`src/rtl/arkanoid_key_ctrl.sv`:
```
// PS/2 Set-2 scan-code sequencer: decodes make/break/E0 sequences, tracks the
// paddle keys, arbitrates paddle direction and emits launch/pause/error pulses.
module arkanoid_key_ctrl #(
  parameter int TIMEOUT_CYCLES = 5_000_000
) (
  input  logic       clk,
  input  logic       resetn,
  input  logic [7:0] rx_data,
  input  logic       rx_valid,
  output logic       key_left,
  output logic       key_right,
  output logic [1:0] move_dir,
  output logic       launch_pulse,
  output logic       pause_pulse,
  output logic       seq_error
);

  localparam int CW = (TIMEOUT_CYCLES > 2) ? $clog2(TIMEOUT_CYCLES) : 1;
  localparam logic [CW-1:0] CNT_LAST = CW'(TIMEOUT_CYCLES - 1);

  typedef enum logic [1:0] {IDLE, EXT, BRK, EXT_BRK} state_t;

  state_t        state, state_n;
  logic [CW-1:0] cnt;
  logic          l_arrow, a_key, r_arrow, d_key, space_held, esc_held, last_right;
  logic          l_n, a_n, r_n, d_n, space_n, esc_n, last_right_n;
  logic          is_make, is_brk, is_ext, err, timeout;
  logic          left_n, right_n, ignored;

  assign ignored = (rx_data == 8'hFA) || (rx_data == 8'hAA) || (rx_data == 8'hEE) ||
                   (rx_data == 8'hFE) || (rx_data == 8'hE1);

  // Prefix parser; an illegal prefix restarts the parse with that same byte.
  always_comb begin
    state_n = state;
    is_make = 1'b0;
    is_brk  = 1'b0;
    is_ext  = 1'b0;
    err     = 1'b0;
    timeout = 1'b0;
    if (rx_valid) begin
      case (state)
        IDLE: begin
          if (rx_data == 8'hE0)      state_n = EXT;
          else if (rx_data == 8'hF0) state_n = BRK;
          else if (!ignored)         is_make = 1'b1;
        end
        EXT: begin
          if (rx_data == 8'hE0)      err = 1'b1;
          else if (rx_data == 8'hF0) state_n = EXT_BRK;
          else begin
            is_make = 1'b1;
            is_ext  = 1'b1;
            state_n = IDLE;
          end
        end
        default: begin
          if (rx_data == 8'hE0) begin
            err     = 1'b1;
            state_n = EXT;
          end else if (rx_data == 8'hF0) begin
            err     = 1'b1;
            state_n = BRK;
          end else begin
            is_brk  = 1'b1;
            is_ext  = (state == EXT_BRK);
            state_n = IDLE;
          end
        end
      endcase
    end else if (state != IDLE && cnt == CNT_LAST) begin
      timeout = 1'b1;
      err     = 1'b1;
      state_n = IDLE;
    end
  end

  // Held-key next state; a byte only ever touches one key.
  always_comb begin
    l_n     = l_arrow;
    a_n     = a_key;
    r_n     = r_arrow;
    d_n     = d_key;
    space_n = space_held;
    esc_n   = esc_held;
    if (is_make || is_brk) begin
      if (is_ext) begin
        if (rx_data == 8'h6B) l_n = is_make;
        if (rx_data == 8'h74) r_n = is_make;
      end else begin
        if (rx_data == 8'h1C) a_n     = is_make;
        if (rx_data == 8'h23) d_n     = is_make;
        if (rx_data == 8'h29) space_n = is_make;
        if (rx_data == 8'h76) esc_n   = is_make;
      end
    end
    left_n  = l_n | a_n;
    right_n = r_n | d_n;
    // Only a side going from released to held claims priority.
    last_right_n = last_right;
    if (left_n && !(l_arrow | a_key))       last_right_n = 1'b0;
    else if (right_n && !(r_arrow | d_key)) last_right_n = 1'b1;
  end

  always_ff @(posedge clk or negedge resetn) begin
    if (!resetn) begin
      state        <= IDLE;
      cnt          <= '0;
      l_arrow      <= 1'b0;
      a_key        <= 1'b0;
      r_arrow      <= 1'b0;
      d_key        <= 1'b0;
      space_held   <= 1'b0;
      esc_held     <= 1'b0;
      last_right   <= 1'b0;
      key_left     <= 1'b0;
      key_right    <= 1'b0;
      move_dir     <= 2'b00;
      launch_pulse <= 1'b0;
      pause_pulse  <= 1'b0;
      seq_error    <= 1'b0;
    end else begin
      state      <= state_n;
      cnt        <= (rx_valid || timeout || state == IDLE) ? '0 : cnt + 1'b1;
      l_arrow    <= l_n;
      a_key      <= a_n;
      r_arrow    <= r_n;
      d_key      <= d_n;
      space_held <= space_n;
      esc_held   <= esc_n;
      last_right <= last_right_n;
      key_left   <= left_n;
      key_right  <= right_n;
      case ({right_n, left_n})
        2'b01:   move_dir <= 2'b01;
        2'b10:   move_dir <= 2'b10;
        2'b11:   move_dir <= last_right_n ? 2'b10 : 2'b01;
        default: move_dir <= 2'b00;
      endcase
      launch_pulse <= space_n && !space_held;
      pause_pulse  <= esc_n && !esc_held;
      seq_error    <= err;
    end
  end

endmodule

```
`config.mk`:
```
export PLATFORM = sky130hd
export DESIGN_NAME = arkanoid_key_ctrl
export DESIGN_NICKNAME = d
export VERILOG_FILES = /design/src/rtl/arkanoid_key_ctrl.sv
export SDC_FILE = /design/constraint.sdc
export NUM_CORES = 1
export LEC_CHECK = 0
export ABC_CLOCK_PERIOD_IN_PS = 3100
export BUFFER_PORTS_ARGS = -buffer_cell sky130_fd_sc_hd__buf_2
export CAP_MARGIN = 15
export CORE_UTILIZATION = 63
export CTS_BUF_LIST = sky130_fd_sc_hd__clkbuf_4 sky130_fd_sc_hd__clkbuf_8 sky130_fd_sc_hd__clkbuf_16
export CTS_CLUSTER_SIZE = 30
export DETAILED_ROUTE_END_ITERATION = 16
export PLACE_DENSITY = 0.88
export SYNTH_ARGS = -nofsm -noshare
export SYNTH_HDL_FRONTEND = slang
export SYNTH_SLANG_ARGS = --single-unit
```
`constraint.sdc`:
```
create_clock -name clk -period 3.1 [get_ports clk]
set_clock_uncertainty 0.1 [all_clocks]
set_input_delay 0.155 -clock clk [delete_from_list [all_inputs] [get_ports clk]]
set_output_delay 0.155 -clock clk [all_outputs]
set_load 0.01 [all_outputs]
```
### Yosys cells after proc, flatten, opt, wreduce, memory -nomap -nowiden

Cells that the tools add are included.

| word-level totals | value |
|---|---|
| register bits after elaboration | 39 |
| latch bits | 0 |
| bits in writable memories | 0 |
| memory bits (read-only) | 0 |
| input bits | 11 |
| output and inout bits | 7 |
| memories | 0 |

| cells by class | value |
|---|---|
| add/subtract/negate cells | 1 |
| $mul | 0 |
| divide/modulo/power cells | 0 |
| order comparisons | 0 |
| eq/ne operators | 21 |
| shifts and indexed selects | 0 |
| mux-type cells | 52 |
| bitwise operators | 4 |
| reductions and logical operators | 21 |

Operators by type and width:

| kind | count |
|---|---|
| 8-bit == test, second input constant | 7 |
| 1-bit 2-to-1 mux | 37 |
| 8-bit by 7-bit == test with 1-bit output, second input constant | 3 |
| 23-bit by 1-bit adder with 23-bit output, second input constant | 1 |
| 23-bit == test, second input constant | 1 |
| 23-bit 2-to-1 mux | 1 |
| 2-bit 2-to-1 mux | 9 |
| 8-bit by 6-bit == test with 1-bit output, second input constant | 2 |
| 8-bit by 5-bit == test with 1-bit output, second input constant | 1 |
| 1-bit logical OR | 7 |
| 2-bit == test, second input constant | 3 |
| 1-bit one-hot mux with 2 select lines | 3 |
| 2-bit one-hot mux with 3 select lines | 1 |
| 1-bit logical AND | 5 |
| 2-bit by 1-bit == test with 1-bit output, second input constant | 2 |
| 1-bit logical NOT | 4 |
| 4-bit != test, second input constant | 1 |
| 1-bit OR | 4 |
| 2-bit one-hot mux with 2 select lines | 1 |
| 2-bit nonzero test | 2 |
| 3-bit != test, second input constant | 1 |
| 3-bit AND reduction | 1 |
| 2-bit logical NOT | 1 |
| 2-bit OR reduction | 1 |

### Longest topological paths before layout

| logic depth | value |
|---|---|
| depth after elaboration | 19 |
| mapped depth | 7 |

### Least setup slack after synthesis

OpenSTA, ideal clock, no wires.

| timing path | value |
|---|---|
| path type | reg-to-reg |
| start point | register state[0] |
| end point | register move_dir[0] |
| arrival time | 1.626 ns |
| required time | 2.876 ns |
| path slack | 1.250 ns |
| stages on the path, launching flop included | 7 |
| buffers on the path | 1 |
| cell sequence | dfrtp_1 -> buf_6 -> or3b_4 -> a41oi_4 -> a21oi_4 -> and3_1 -> o31a_1 |

| between the ends | value |
|---|---|
| longest elaborated chain between the ends | 13 |

RTL lines:

| what | line | source |
|---|---|---|
| from (decl) | 23 | `state_t state, state_n;` |
| from (signal assigned) | 123 | `state <= state_n;` |
| 2-bit == test | 66 | `is_ext = (state == EXT_BRK);` |
| 1-bit 2-to-1 mux | 61 | `end else if (rx_data == 8'hF0) begin` |
| 1-bit 2-to-1 mux | 58 | `if (rx_data == 8'hE0) begin` |
| 1-bit one-hot mux with 2 select lines | 42 | `case (state)` |
| 1-bit 2-to-1 mux | 41 | `if (rx_valid) begin` |
| 1-bit 2-to-1 mux | 87 | `if (is_ext) begin` |
| 1-bit 2-to-1 mux | 86 | `if (is_make \|\| is_brk) begin` |
| 1-bit OR | 98 | `right_n = r_n \| d_n;` |
| 1-bit logical AND | 102 | `else if (right_n && !(r_arrow \| d_key)) last_right_n = 1'b1;` |
| 1-bit 2-to-1 mux | 102 |  |
| 1-bit 2-to-1 mux | 101 | `if (left_n && !(l_arrow \| a_key)) last_right_n = 1'b0;` |
| 2-bit 2-to-1 mux | 137 | `2'b11: move_dir <= last_right_n ? 2'b10 : 2'b01;` |
| 2-bit one-hot mux with 3 select lines (*) | 134 | `case ({right_n, left_n})` |
| to (signal assigned) | 137 |  |
| to (decl) | 12 | `output logic [1:0] move_dir,` |

Mark *: on every way between the ends. The rest lies on a longest branch, timed or not.
A chain may end at the register's enable or synchronous reset.

### Worst setup path after layout

| timing path | value |
|---|---|
| start point | register cnt[10] |
| end point | register cnt[15] |

| between the ends | value |
|---|---|
| longest elaborated chain between the ends | 7 |

RTL lines:

| what | line | source |
|---|---|---|
| from (decl) | 24 | `logic [CW-1:0] cnt;` |
| from (signal assigned) | 124 | `cnt <= (rx_valid \|\| timeout \|\| state == IDLE) ? '0 : cnt + 1'b1;` |
| branches (longest 6 deep; another with 23-bit by 1-bit adder with 23-bit output) | -- |  |
| 23-bit 2-to-1 mux (*) | 124 |  |

Mark *: on every way between the ends.

==> impl_metrics.json <==
{
  "outcome": "finished clean",
  "ir_drop_v": 0.000215,
  "syn_to_final_growth_pct": 6.52,
  "clock.fmax_ghz": 0.452,
  "fin_cells": 274,
  "drt_wl_total_mm": 4.03,
  "setup_viol": 0,
  "holdCritStartpoint": "rx_data[4]",
  "drive_above_1_share_pct": 17.0,
  "internal_power_uw": 628,
  "grt_pass1_vias": 1523,
  "via_count": 1630,
  "synth-async-reset-ratio_pct": 100,
  "crit_path_start_kind": "flip-flop",
  "cts.htree.levels": 2,
  "crit_type": "reg -> reg",
  "synth_cells": 210,
  "synth_top_flop_cell": "dfrtp_1",
  "rrSetupSlack_ns": 0.89,
  "cts_tree": "yes",
  "grt_pass1_wl_mm": 6.90,
  "clockPowerShare_pct": 29.7,
  "antenna_left": 0,
  "synth_nets": 222,
  "drt_pass1_iterations": 4,
  "synth_commonest_cells": "39 x dfrtp_1, 31 x nor2_1, 15 x nand2_1, 15 x xor2_1, 14 x o21ai_0",
  "grt_max_degree": 40,
  "antenna_found_initial": 0,
  "placed_cells": 265,
  "finalHoldViolCount": 0,
  "cp_max_fo": 23,
  "cts_root_buf": "clkbuf_4",
  "drv_cap": 0,
  "synth.most_common_cell": "dfrtp_1",
  "crit_path_start": "cnt[10]",
  "yosysTopAreaCell": "dfrtp_1",
  "start_util_pct": 68.1,
  "cts_buffer_depth": 2,
  "synth-edff-count": 0,
  "layout_setup_ws_ns": 0.885,
  "dp_hpwl_mm": 2.93,
  "multi_input_area_um2": 1070,
  "rows": 20,
  "numCtsBuffers": 5,
  "overflow": 0,
  "synth_top_area_share_pct": 45.8,
  "routed_via_density": 5.95,
  "place.gp.congestion": 0.760,
  "register_area_um2": 976,
  "fin_crit_ns": 2.21,
  "dieWidth_um": 60.2,
  "avgRoutedWirePerCell_um": 14.7,
  "pwr-share-comb_pct": 8.3,
  "synth.distinct_cells": 53,
  "clock-sinks": 39,
  "netlist_area_um2": 2130,
  "p_switching_uw": 216,
  "holdCritPathClass": "in -> reg",
  "die-area_um2": 3620,
  "holdPathEnd": "state[0]",
  "yosysWarnings": 0,
  "antenna_cells": 0,
  "nets": 241,
  "drv_slew": 0,
  "worstSetupEndpointType": "flip-flop",
  "max-slew-margin-rel_pct": 40.2,
  "timing.rr.end": "cnt[15]",
  "first_iter_violations": 79,
  "switching_share_pct": 25.6,
  "min_path_cells": 2,
  "clk_latency_ns": 0.34,
  "seq_power_share_pct": 62.0,
  "fillCellCount": 236,
  "synthTopCellsByArea": "dfrtp_1 46%, xor2_1 6.2%, nor2_1 5.5%, nand4_1 3.5%, o21ai_0 3.3%",
  "dieHeight_um": 60.2,
  "track_usage_pct": 26.0,
  "design.core.area_um2": 3130,
  "r2r_start": "cnt[10]",
  "leakagePower_nw": 0.970,
  "syn_area_per_cell_um2": 10.1,
  "grt_setup_unrepaired": "false",
  "power_density_nw_per_um2": 372,
  "max_slew.worst_pin.slew_ns": 0.897,
  "cts_setup_buffers": 0,
  "clk_pin_slew_ns": 0.12,
  "num_io_pins": 18,
  "yosysSeqAreaShare_pct": 45.8,
  "ys_ff_latch": 39,
  "critPathRequiredTime_ns": 3.20,
  "fin_crit_sh_pct": 71.4,
  "drc": 0,
  "worstPathArrival_ns": 2.32,
  "ff2ff_path_depth": 5,
  "preCtsSetupSlack_ns": 0.884,
  "finalSetupTns_ns": 0,
  "io_buffer_count": 17
}
[layout make-up]
type	count	share of cell area (%)
multi-input combinational	159	47.1
sequential	39	43.0
timing repair buffer	18	4.19
tap	44	2.43
clock buffer	5	1.65
inverter	6	0.992
clock inverter	3	0.662
[layer usage]
layer | GRT usage, % | wire length [µm] | vias to the layer above
li1 | - | - | 796
met1 | 36.8 | 1910 | 779
met2 | 38.5 | 1900 | 50
met3 | 6.06 | 176 | 5
met4 | 10.3 | 38 | 0
met5 | 0 | 0 | -
[state kept, by name, indices dropped and copies added (netlist names)]
register	cells
r_arrow	1
move_dir	2
last_right	1
seq_error	1
a_key	1
cnt	23
launch_pulse	1
key_left	1
esc_held	1
space_held	1
state	2
d_key	1
l_arrow	1
key_right	1
pause_pulse	1
[cell families (layout without fill, tap and decap cells)]
kind of cell	after synthesis	in the layout	share of synthesized area, %
buf+inv	12	32	4.05
fa+ha+maj	1	1	0.587
xor+xnor	21	21	8.63
simple gates	100	100	26.4
flops	39	39	45.8
mux	1	1	0.470
compound gates	36	36	14.0
[critical path, stage by stage, from the launching register on]
cell     delay (ns)
dfrtp_1        0.45
or4_1          0.53
nor4_2         0.20
a41oi_1        0.25
o21ai_2        0.42
nor2_1         0.13
[power by group through the flow]
stage,Clock (mW),Sequential (mW),Combinational [mW]
after floorplan,0,0.534,0.0378
after global placement,0,0.533,0.0672
after detailed placement,0,0.533,0.0698
after CTS,0.257,0.523,0.0704
after global routing,0.284,0.525,0.0779
final,0.251,0.523,0.0698
[cells in the final DEF, fill, tap and decap left out, types with 2 or more instances in the layout]
cell type	count
a21oi_1	3
and2_1	2
and3_1	6
and4_1	2
buf_2	17
clkbuf_4	5
clkinv_2	3
dfrtp_1	39
inv_1	6
nand2_1	15
nand3_1	9
nand4_1	12
nand4b_1	3
nor2_1	31
nor2b_1	2
nor3_1	2
nor4b_1	2
o21ai_0	14
o22ai_1	2
xnor2_1	6
xor2_1	15
[worst max path at each step]
stage	end	slack, ns	cells after the start
4_1_cts	cnt[4]	0.87	5
2_1_floorplan	move_dir[0]	1.25	6
5_1_grt	cnt[14]	0.74	5
3_5_place_dp	cnt[15]	0.88	5
6_report	cnt[15]	0.89	5
3_3_place_gp	cnt[15]	1.02	5
[timing repair]
action | in CTS | in global routing
hold endpoints to repair | 39 | 0
hold buffers | 1 | 0
gates resized for setup | 0 | 0
[through the flow]
step                hold slack (ns)  utilization (%)  power [mW]  instance area [µm²]
detailed placement            0.203             70.6       0.603                 2210
CTS                          0.0168             72.6       0.851                 2270
floorplan                    -0.241                -       0.572                 2130
finish                       0.0338             72.6       0.844                 2270
global placement              0.192             70.6       0.600                 2210
global route                 0.0261             72.6       0.887                 2270
No activity file was read; power rests on OpenSTA's default activity.
